### config.mk
export PLATFORM = sky130hd
export DESIGN_NAME = truth_table_engine
export DESIGN_NICKNAME = d
export VERILOG_FILES = /design/src/rtl/truth_table_engine.sv
export SDC_FILE = /design/constraint.sdc
export NUM_CORES = 1
export LEC_CHECK = 0
export CORE_MARGIN = 4
export CORE_UTILIZATION = 50
export CTS_CLUSTER_DIAMETER = 100
export CTS_CLUSTER_SIZE = 28
export DETAILED_ROUTE_END_ITERATION = 8
export PLACE_DENSITY = 0.78
export SYNTH_ARGS = -nofsm -noshare
export SYNTH_HDL_FRONTEND = slang
export SYNTH_SLANG_ARGS = --single-unit
export TNS_END_PERCENT = 30
### constraint.sdc
create_clock -name clk -period 2.78 [get_ports clk]
set_input_delay 0.556 -clock clk [delete_from_list [all_inputs] [get_ports clk]]
set_output_delay 0.556 -clock clk [all_outputs]
set_load 0.05 [all_outputs]
### src/rtl/truth_table_engine.sv
`default_nettype none
// +----------------------------------------------------------------------------+
// | truth_table_engine : runtime-loadable N_IN-input truth table with         |
// |                      registered queries and a full-table sweep            |
// | Revision 1.0                                                               |
// +----------------------------------------------------------------------------+
module truth_table_engine #(
    parameter int                   N_IN        = 3,
    parameter logic [(2**N_IN)-1:0] RESET_TABLE = '0
) (
    input  logic                   clk,
    input  logic                   rst,
    input  logic                   cfg_valid,
    output logic                   cfg_ready,
    input  logic [(2**N_IN)-1:0]   cfg_table,
    input  logic                   in_valid,
    output logic                   in_ready,
    input  logic [N_IN-1:0]        in_bits,
    input  logic                   sweep_start,
    output logic                   out,
    output logic                   out_valid,
    output logic [N_IN-1:0]        out_row,
    output logic                   sweep_done,
    output logic [N_IN:0]          ones_count
);
    localparam int              TT_W     = 2**N_IN;
    localparam logic [1:0]      S_IDLE   = 2'd0;
    localparam logic [1:0]      S_SWEEP  = 2'd1;
    localparam logic [1:0]      S_DONE   = 2'd2;
    localparam logic [N_IN-1:0] LAST_ROW = N_IN'(TT_W - 1);

    logic [1:0]      state_q, state_d;
    logic [TT_W-1:0] table_q, table_d;
    logic [N_IN-1:0] cnt_q, cnt_d;
    logic [N_IN:0]   acc_q, acc_d;
    logic            pend_q, pend_d;
    logic            out_q, out_d;
    logic            valid_q, valid_d;
    logic [N_IN-1:0] row_q, row_d;
    logic            done_q, done_d;
    logic [N_IN:0]   ones_q, ones_d;

    logic            w_cfg_acc;
    logic            w_qry_acc;
    logic            w_sweep_go;
    logic [N_IN-1:0] w_next_row;

    assign w_cfg_acc  = cfg_valid & cfg_ready;
    assign w_qry_acc  = in_valid & in_ready;
    assign w_sweep_go = sweep_start & (state_q == S_IDLE);
    assign w_next_row = cnt_q + N_IN'(1);

    always_ff @(posedge clk) begin
        if (rst) begin
            state_q <= S_IDLE;
        end else begin
            state_q <= state_d;
        end
    end

    always_comb begin
        state_d = state_q;
        case (state_q)
            S_IDLE:  if (w_sweep_go) state_d = S_SWEEP;
            S_SWEEP: if (!pend_q && (cnt_q == LAST_ROW)) state_d = S_DONE;
            S_DONE:  state_d = S_IDLE;
            default: state_d = S_IDLE;
        endcase
    end

    always_comb begin
        cfg_ready = (state_q == S_IDLE);
        in_ready  = (state_q == S_IDLE);
    end

    always_comb begin
        table_d = table_q;
        cnt_d   = cnt_q;
        acc_d   = acc_q;
        pend_d  = pend_q;
        out_d   = out_q;
        row_d   = row_q;
        valid_d = 1'b0;
        done_d  = 1'b0;
        ones_d  = ones_q;
        if (w_cfg_acc) begin
            table_d = cfg_table;
        end
        case (state_q)
            S_IDLE: begin
                if (w_qry_acc) begin
                    out_d   = table_q[in_bits];
                    row_d   = in_bits;
                    valid_d = 1'b1;
                end
                if (w_sweep_go) begin
                    cnt_d = '0;
                    // A same-cycle query owns this output slot; row 0 follows a cycle later.
                    if (w_qry_acc) begin
                        pend_d = 1'b1;
                        acc_d  = '0;
                    end else begin
                        pend_d  = 1'b0;
                        out_d   = table_d[0];
                        row_d   = '0;
                        valid_d = 1'b1;
                        acc_d   = {{N_IN{1'b0}}, table_d[0]};
                    end
                end
            end
            S_SWEEP: begin
                if (pend_q) begin
                    pend_d  = 1'b0;
                    out_d   = table_q[0];
                    row_d   = '0;
                    valid_d = 1'b1;
                    acc_d   = {{N_IN{1'b0}}, table_q[0]};
                end else if (cnt_q == LAST_ROW) begin
                    cnt_d  = '0;
                    done_d = 1'b1;
                    ones_d = acc_q;
                end else begin
                    cnt_d   = w_next_row;
                    out_d   = table_q[w_next_row];
                    row_d   = w_next_row;
                    valid_d = 1'b1;
                    acc_d   = acc_q + {{N_IN{1'b0}}, table_q[w_next_row]};
                end
            end
            default: begin
            end
        endcase
    end

    always_ff @(posedge clk) begin
        if (rst) begin
            table_q <= RESET_TABLE;
            cnt_q   <= '0;
            acc_q   <= '0;
            pend_q  <= 1'b0;
            out_q   <= 1'b0;
            valid_q <= 1'b0;
            row_q   <= '0;
            done_q  <= 1'b0;
            ones_q  <= '0;
        end else begin
            table_q <= table_d;
            cnt_q   <= cnt_d;
            acc_q   <= acc_d;
            pend_q  <= pend_d;
            out_q   <= out_d;
            valid_q <= valid_d;
            row_q   <= row_d;
            done_q  <= done_d;
            ones_q  <= ones_d;
        end
    end

    assign out        = out_q;
    assign out_valid  = valid_q;
    assign out_row    = row_q;
    assign sweep_done = done_q;
    assign ones_count = ones_q;

endmodule
`default_nettype wire

==> impl_results.md, run 1 <==
* Cell taking the most area after synthesis: dfxtp_1
* Worst min-delay path class: flip-flop to flip-flop
* Seq/Total Area, Yosys at 0.411
* Root cell of the clock tree: clkbuf_4
* Area share of the largest cell type after synthesis at 0.411
* Family with the most delay on the worst path: adder cells
* Synthesized cell area at 1360 sq um
* Final slew viol count at 0
* Post-synthesis to final-layout area growth at 24.7%
* Full die area at 3620 sq um
* Total vias in the final route at 1,220
* Port Buffers at 27
* Startpoint of the worst-slack reg-to-reg timing path: cnt_q[0]
* Count of final setup violators at 0
* Clock insertion delay at the later pin of the skew report at 0.33 ns
* Via count of the first global-routing pass at 1,192
* Antenna viol nets, final at 0
* Iter 0 DRT Violations at 37
* Initial antenna violation count at 0
* Worst reg2reg setup slack at 0.07 ns
* Router iterations before antenna repair at 4
* Required arrival time at the worst endpoint at 2.99 ns
* Total buffers and inverters traversed by the critical path at 0
* Total global routing overflow at 0
* Overall power after layout at 861 uW
* Maximum count of clock buffers along a single path at 2
* Critical Path Fanout Max at 4
* Routed wire length per instance at 16.0 um
* GP Congestion at 0.857
* Outcome: complete, no violations
* Critical path arrival at 2.92 ns
* Number of maximum-capacitance violations at 0
* Number of H-tree levels at 1
* Routed via count divided by cell count at 5.98
* R2r endpoint: acc_q[0]
* Initial standard-cell utilization of the core at 0.535
* Most used cell along the critical path: ha_1
* CTS sink count at 28
* Crit share post-route at 0.974
* Slew at the pin closest to its max-slew limit at 0.697 ns
* Height of the chip at 60.2 um
* Worst path max stage delay at 0.50 ns
* Worst-case vdd ir drop at 0.479 mV
* Final clock skew at 0.00364 ns
* Final period demand of the worst path at 2.71 ns
* Antenna diode count at 0
* Core footprint at 2540 sq um
* Worst-case headroom to the max-slew limit at 0.534
* Number of hold violations in the final report at 0
* Hold Buf Count CTS at 0
* End point of the critical path: acc_q[0]
* Horizontal extent of the die at 60.2 um
* Clock slew seen by the registers of the worst setup and hold paths at 0.16 ns
* Top-level I/O count at 28
* Setup TNS at 0 ns
* Total global-route track usage at 0.202
* Fraction of final layout cells with drive strength greater than 1 at 0.121
* Min-Delay Path Depth at 2
* Startpoint Class: flip-flop
* Total number of nets in the final design at 195
* Kind of critical path: flip-flop to flip-flop
* Cell count after synthesis at 149
* Critical path depth at 8
* PD cells at 506 nW/um^2
* Standard-cell row count at 18
* CP Cell Sequence: ha_1, ha_2, mux4_2, mux2_2, ha_1, a22o_2, a221oi_1, nor3_1
* Final HPWL from detailed placement at 2370 um
* Number of synthesized register bits at 28
* Top cells by area in the synthesized netlist: dfxtp_1, mux4_2, nor2_1
* Source of the critical timing path: cnt_q[0]
* Clock tree from TritonCTS: built
* Number of buffers added by the clock tree synthesis step at 3
* Post-Route WL at 3260 um
* Count of warnings emitted by yosys at 0
* Max Freq at 369 MHz
* Pin count of the biggest net entering global routing at 20
* Number of filler instances in the final layout at 201
* Count of unique library cells instantiated by Yosys at 34
* Unrepaired setup endpoints after global routing: false
* Average size of a mapped cell at 9.14 sq um
* Number of cells traversed by the worst register-to-register path at 8
* Number of remaining DRC errors at 0
* Critical Path End Type: flip-flop
* Wire length of the first global-routing pass at 5530 um
* Number of nets produced by synthesis at 169
* Cell with the biggest individual delay on the critical path: mux4_2
* Static Leak at 0.641 nW
[worst min path at each step]
stage	startpoint	end	slack [ns]
final	ones_count[2]	ones_count[2]	0.47
after floorplan	acc_q[3]	ones_count[3]	0.45
after detailed placement	ones_count[2]	ones_count[2]	0.45
after CTS	ones_count[2]	ones_count[2]	0.47
after global routing	ones_count[1]	ones_count[1]	0.50
after global placement	ones_count[3]	ones_count[3]	0.44
[logic make-up after synthesis]
group,Yosys count,synth area share
buffers and inverters,13,0.0477
flip-flops,28,0.411
AO/OA/AOI/OAI,33,0.158
adder cells (fa/ha/maj),4,0.0367
AND/OR/NAND/NOR,56,0.198
multiplexers,14,0.141
XOR/XNOR,1,0.00643
[layout make-up]
cell class	count	area [sq um]	area share
multi-input combinational	108	739	0.435
sequential	28	562	0.331
timing repair buffer	30	293	0.172
tap	30	37.5	0.0221
clock inverter	1	30.0	0.0177
clock buffer	3	22.5	0.0133
inverter	4	15.0	0.00884
[layout by cell type, fill, tap and decap left out, types with 5 or more instances in the layout]
cell             Yosys  layout
nand3_1              8       8
a21oi_1             11      11
o21ai_0              6       6
dfxtp_1             28      27
nand2_1             11      11
a22oi_1              5       5
nor2_1              24      24
clkdlybuf4s50_1      0      27
mux2i_1              8       8
[state kept, by name, summed over array words and instances, names as in the netlist, 2 cells and up]
signal      count
table_q         8
acc_q           4
cnt_q           3
ones_count      4
out_row         3
state_q         2
[through the flow]
stage                      util  setup WS (ns)  hold WS [ns]  std cells  area, sq um
final                     0.668         0.0731         0.468        204         1700
after global routing      0.668        0.00794         0.502        204         1700
after CTS                 0.666         0.0544         0.473        204         1700
after detailed placement  0.646          0.138         0.453        200         1640
after global placement    0.646          0.228         0.444        200         1640
after floorplan               -          0.300         0.449        149         1360
[repair_timing]
action,in CTS,in global routing
resized for setup,0,2
setup endpoints to repair,0,1
setup buffers,0,0
[synthesized netlist by cell type]
cell type  number
clkbuf_1        4
mux4_2          4
nand3_1         8
xnor2_1         1
buf_4           2
or3_1           1
o2bb2ai_1       3
a21oi_1        11
nor3b_2         1
nor3_1          4
buf_1           1
nand3b_1        1
and3b_2         1
inv_1           4
a22o_2          1
a22oi_1         5
mux2i_1         8
buf_2           1
buf_6           1
mux2_2          2
o21bai_1        3
and2_1          1
ha_1            4
o21ai_0         6
a221oi_1        2
nor4b_1         1
a32o_1          1
a31oi_1         1
or3_4           1
and2b_2         1
or3_2           1
dfxtp_1        28
nor2_1         24
nand2_1        11
[metal layers]
| layer | global-route usage | wire [um] | up-vias |
|---|---|---|---|
| li1 | - | - | 583 |
| met1 | 0.259 | 1400 | 585 |
| met2 | 0.336 | 1570 | 46 |
| met3 | 0.0454 | 251 | 6 |
| met4 | 0.0633 | 40 | 0 |
| met5 | 0 | 0 | - |
[power by group]
part	internal, mW	total [mW]	switching [mW]
Combinational	0.0734	0.153	0.0800
Sequential	0.418	0.436	0.0177
Clock	0.146	0.271	0.125
[tightest hold or removal path: stages (launching register included)]
cell and delay (ns):
dfxtp_1 0.34, nand2_1 0.05, a21oi_1 0.06
Power figures use the tool's default switching activity.
==> run 2: changes to the inputs <==
--- a/config.mk
+++ b/config.mk
@@ -6,11 +6,12 @@
 export NUM_CORES = 1
 export LEC_CHECK = 0
 export CORE_MARGIN = 4
-export CORE_UTILIZATION = 50
+export CORE_UTILIZATION = 59
 export CTS_CLUSTER_DIAMETER = 100
 export CTS_CLUSTER_SIZE = 28
 export DETAILED_ROUTE_END_ITERATION = 8
-export PLACE_DENSITY = 0.78
+export DONT_BUFFER_PORTS = 1
+export PLACE_DENSITY = 0.75
 export SYNTH_ARGS = -nofsm -noshare
 export SYNTH_HDL_FRONTEND = slang
 export SYNTH_SLANG_ARGS = --single-unit
==> impl_results.md, run 2 (synthesized netlist as in run 1, its figures left out) <==
* Number of H-tree levels at 1 (unchanged)
* Total number of nets in the final design at 166 (-15%)
* Total global routing overflow at 0 (unchanged)
* Number of hold violations in the final report at 0 (unchanged)
* Outcome: complete, no violations
* Post-synthesis to final-layout area growth at 1.29%
* Final slew viol count at 0 (unchanged)
* Fraction of final layout cells with drive strength greater than 1 at 0.118 (-0.00263)
* Detailed-routed wire length on met2 at 1230 um (-22%)
* Critical Path Fanout Max at 4 (unchanged)
* Most frequent cells in the layout: dfxtp_1, nor2_1, nand2_1, a21oi_1
* Standard cell area after detailed placement at 1360 sq um (-17%)
* Unrepaired setup endpoints after global routing: false
* Count of instances resized after the clock tree is built at 0 (unchanged)
* Startpoint Class: flip-flop
* Initial antenna violation count at 0 (unchanged)
* Horizontal extent of the die at 56.1 um (-6.9%)
* Worst-case headroom to the max-slew limit at 0.590 (+0.0564)
* Height of the chip at 56.1 um (-6.9%)
* Number of buffers added by the clock tree synthesis step at 3 (unchanged)
* End-of-flow core utilization at 0.624 (-0.0438)
* Top-level I/O count at 28 (unchanged)
* Critical Path End Type: flip-flop
* Commonest non-fill, non-tap cell in the layout: dfxtp_1
* Cell with the biggest individual delay on the critical path: mux4_2
* Setup TNS at 0 ns (unchanged)
* Initial standard-cell utilization of the core at 0.616 (+0.0806)
* Final HPWL from detailed placement at 2040 um (-14%)
* Port Buffers at 0 (-100%)
* Setup Fix Bufs, Post-CTS at 0 (unchanged)
* Standard-cell row count at 17 (-1)
* Required arrival time at the worst endpoint at 3.00 ns (about the same)
* Layout Cells excl Fill at 172 (-16%)
* GP Congestion at 0.842 (-1.7%)
* Min-Delay Path Depth at 1 (-1)
* Slew at the pin closest to its max-slew limit at 0.612 ns (-0.0851 ns)
* Final clock skew at 0.00659 ns (+0.00295 ns)
* Crit share post-route at 0.933 (-0.0411)
* Routed wire length per instance at 15.5 um (-3.1%)
* Post-placement cell count at 169 (-16%)
* Top layer used by detailed routing: met4
* Critical path depth at 8 (unchanged)
* CP Cell Sequence: ha_1, ha_1, mux4_2, mux2_2, ha_1, a22o_2, a221oi_1, nor3_1
* Antenna viol nets, final at 0 (unchanged)
* Clock tree from TritonCTS: built
* Total vias in the final route at 1,068 (-12%)
* Routed via count divided by cell count at 6.21 (+3.8%)
* Router iterations before antenna repair at 4 (unchanged)
* Clock insertion delay at the later pin of the skew report at 0.32 ns (about the same)
* Wire length of the first global-routing pass at 4890 um (-11%)
* Via count of the first global-routing pass at 1,090 (-8.6%)
* Worst min-delay path class: input pin to flip-flop
* Root cell of the clock tree: clkbuf_4
* Total routed wire length on the met1 layer at 1260 um (-10%)
* Number of remaining DRC errors at 0 (unchanged)
* Iter 0 DRT Violations at 18 (-51%)
* Hold Buf Count CTS at 0 (unchanged)
* Fin area at 1380 sq um (-19%)
* Worst-case vdd ir drop at 0.353 mV (-26%)
* Setup slack of the critical path after layout at 0.187 ns (+0.114 ns)
* PD cells at 510 nW/um^2 (+0.63%)
* Maximum count of clock buffers along a single path at 2 (unchanged)
* Worst path max stage delay at 0.50 ns (about the same)
* Critical path arrival at 2.82 ns (-0.10 ns)
* Number of flip-flops in the largest register at 8 (unchanged)
* Final period demand of the worst path at 2.59 ns (-0.114 ns)
* Overall power after layout at 703 uW (-18%)
* Total met3 wirelength after detailed routing at 150 um (-40%)
* Most used cell along the critical path: ha_1
* Kind of critical path: flip-flop to flip-flop
* Static Leak at 0.519 nW (-19%)
* Number of maximum-capacitance violations at 0 (unchanged)
* Pre-CTS worst setup slack at 0.185 ns (+0.0475 ns)
* Post-Route WL at 2660 um (-18%)
* Core footprint at 2210 sq um (-13%)
* Pin count of the biggest net entering global routing at 28 (+40%)
* Max Freq at 386 MHz (+4.4%)
* Family with the most delay on the worst path: adder cells
* Clock slew seen by the registers of the worst setup and hold paths at 0.14 ns (-0.02 ns)
* CTS sink count at 28 (unchanged)
* Number of cells traversed by the worst register-to-register path at 8 (unchanged)
* Total buffers and inverters traversed by the critical path at 0 (unchanged)
* Total global-route track usage at 0.190 (-0.0122)
* Antenna diode count at 0 (unchanged)
* Top register by number of flip-flops: table_q
* Full die area at 3140 sq um (-13%)
* Worst Hold Slack at 0.276 ns (-0.192 ns)
* Count of final setup violators at 0 (unchanged)
-- run 2: cell count changes in the layout (fill, tap and decap cells not counted) --
cell / change
buf_4: -2
bufinv_16: -1
ha_2: -1
clkdlybuf4s50_1: -27
dfxtp_2: -1
dfxtp_1: +1
ha_1: +1
nor2_2: +1
nor2_1: -1
-- run 2: metal layers --
metal | vias to the layer above | track usage
met5 | - | 0
met1 | 499 | 0.250
met4 | 0 | 0.0610
li1 | 529 | -
met3 | 4 | 0.0418
met2 | 36 | 0.309
-- run 2: worst paths after layout --
kind         startpoint             to  slack, ns
max            cnt_q[0]       acc_q[0]       0.19
min                 rst         pend_q       0.28
max reg2reg    cnt_q[0]       acc_q[0]       0.19
min reg2reg    acc_q[3]  ones_count[3]       0.49
-- run 2: where the power goes --
part	internal [mW]	switching (mW)	leakage, nW
combinational	0.0437	0.0446	0.276
sequential	0.418	0.0344	0.229
clock	0.0509	0.112	0.0138
total	0.512	0.191	0.519
-- run 2: cell type report --
type	count	area, sq um
clock buffers	3	22.5
fillers	200	832
inverters	4	15.0
multi-input cells	108	739
flip-flops and latches	28	561
well taps	28	35.0
repair buffers	1	7.51
==> run 3: changes to the inputs <==
--- a/config.mk
+++ b/config.mk
@@ -5,6 +5,7 @@
 export SDC_FILE = /design/constraint.sdc
 export NUM_CORES = 1
 export LEC_CHECK = 0
+export CAP_MARGIN = 5
 export CORE_MARGIN = 4
 export CORE_UTILIZATION = 59
 export CTS_CLUSTER_DIAMETER = 100
@@ -12,6 +13,7 @@
 export DETAILED_ROUTE_END_ITERATION = 8
 export DONT_BUFFER_PORTS = 1
 export PLACE_DENSITY = 0.75
+export SKIP_LAST_GASP = 1
 export SYNTH_ARGS = -nofsm -noshare
 export SYNTH_HDL_FRONTEND = slang
 export SYNTH_SLANG_ARGS = --single-unit
==> results of run 3 <==
Same layout as run 2: the final DEF is identical, and so are final timing and power.
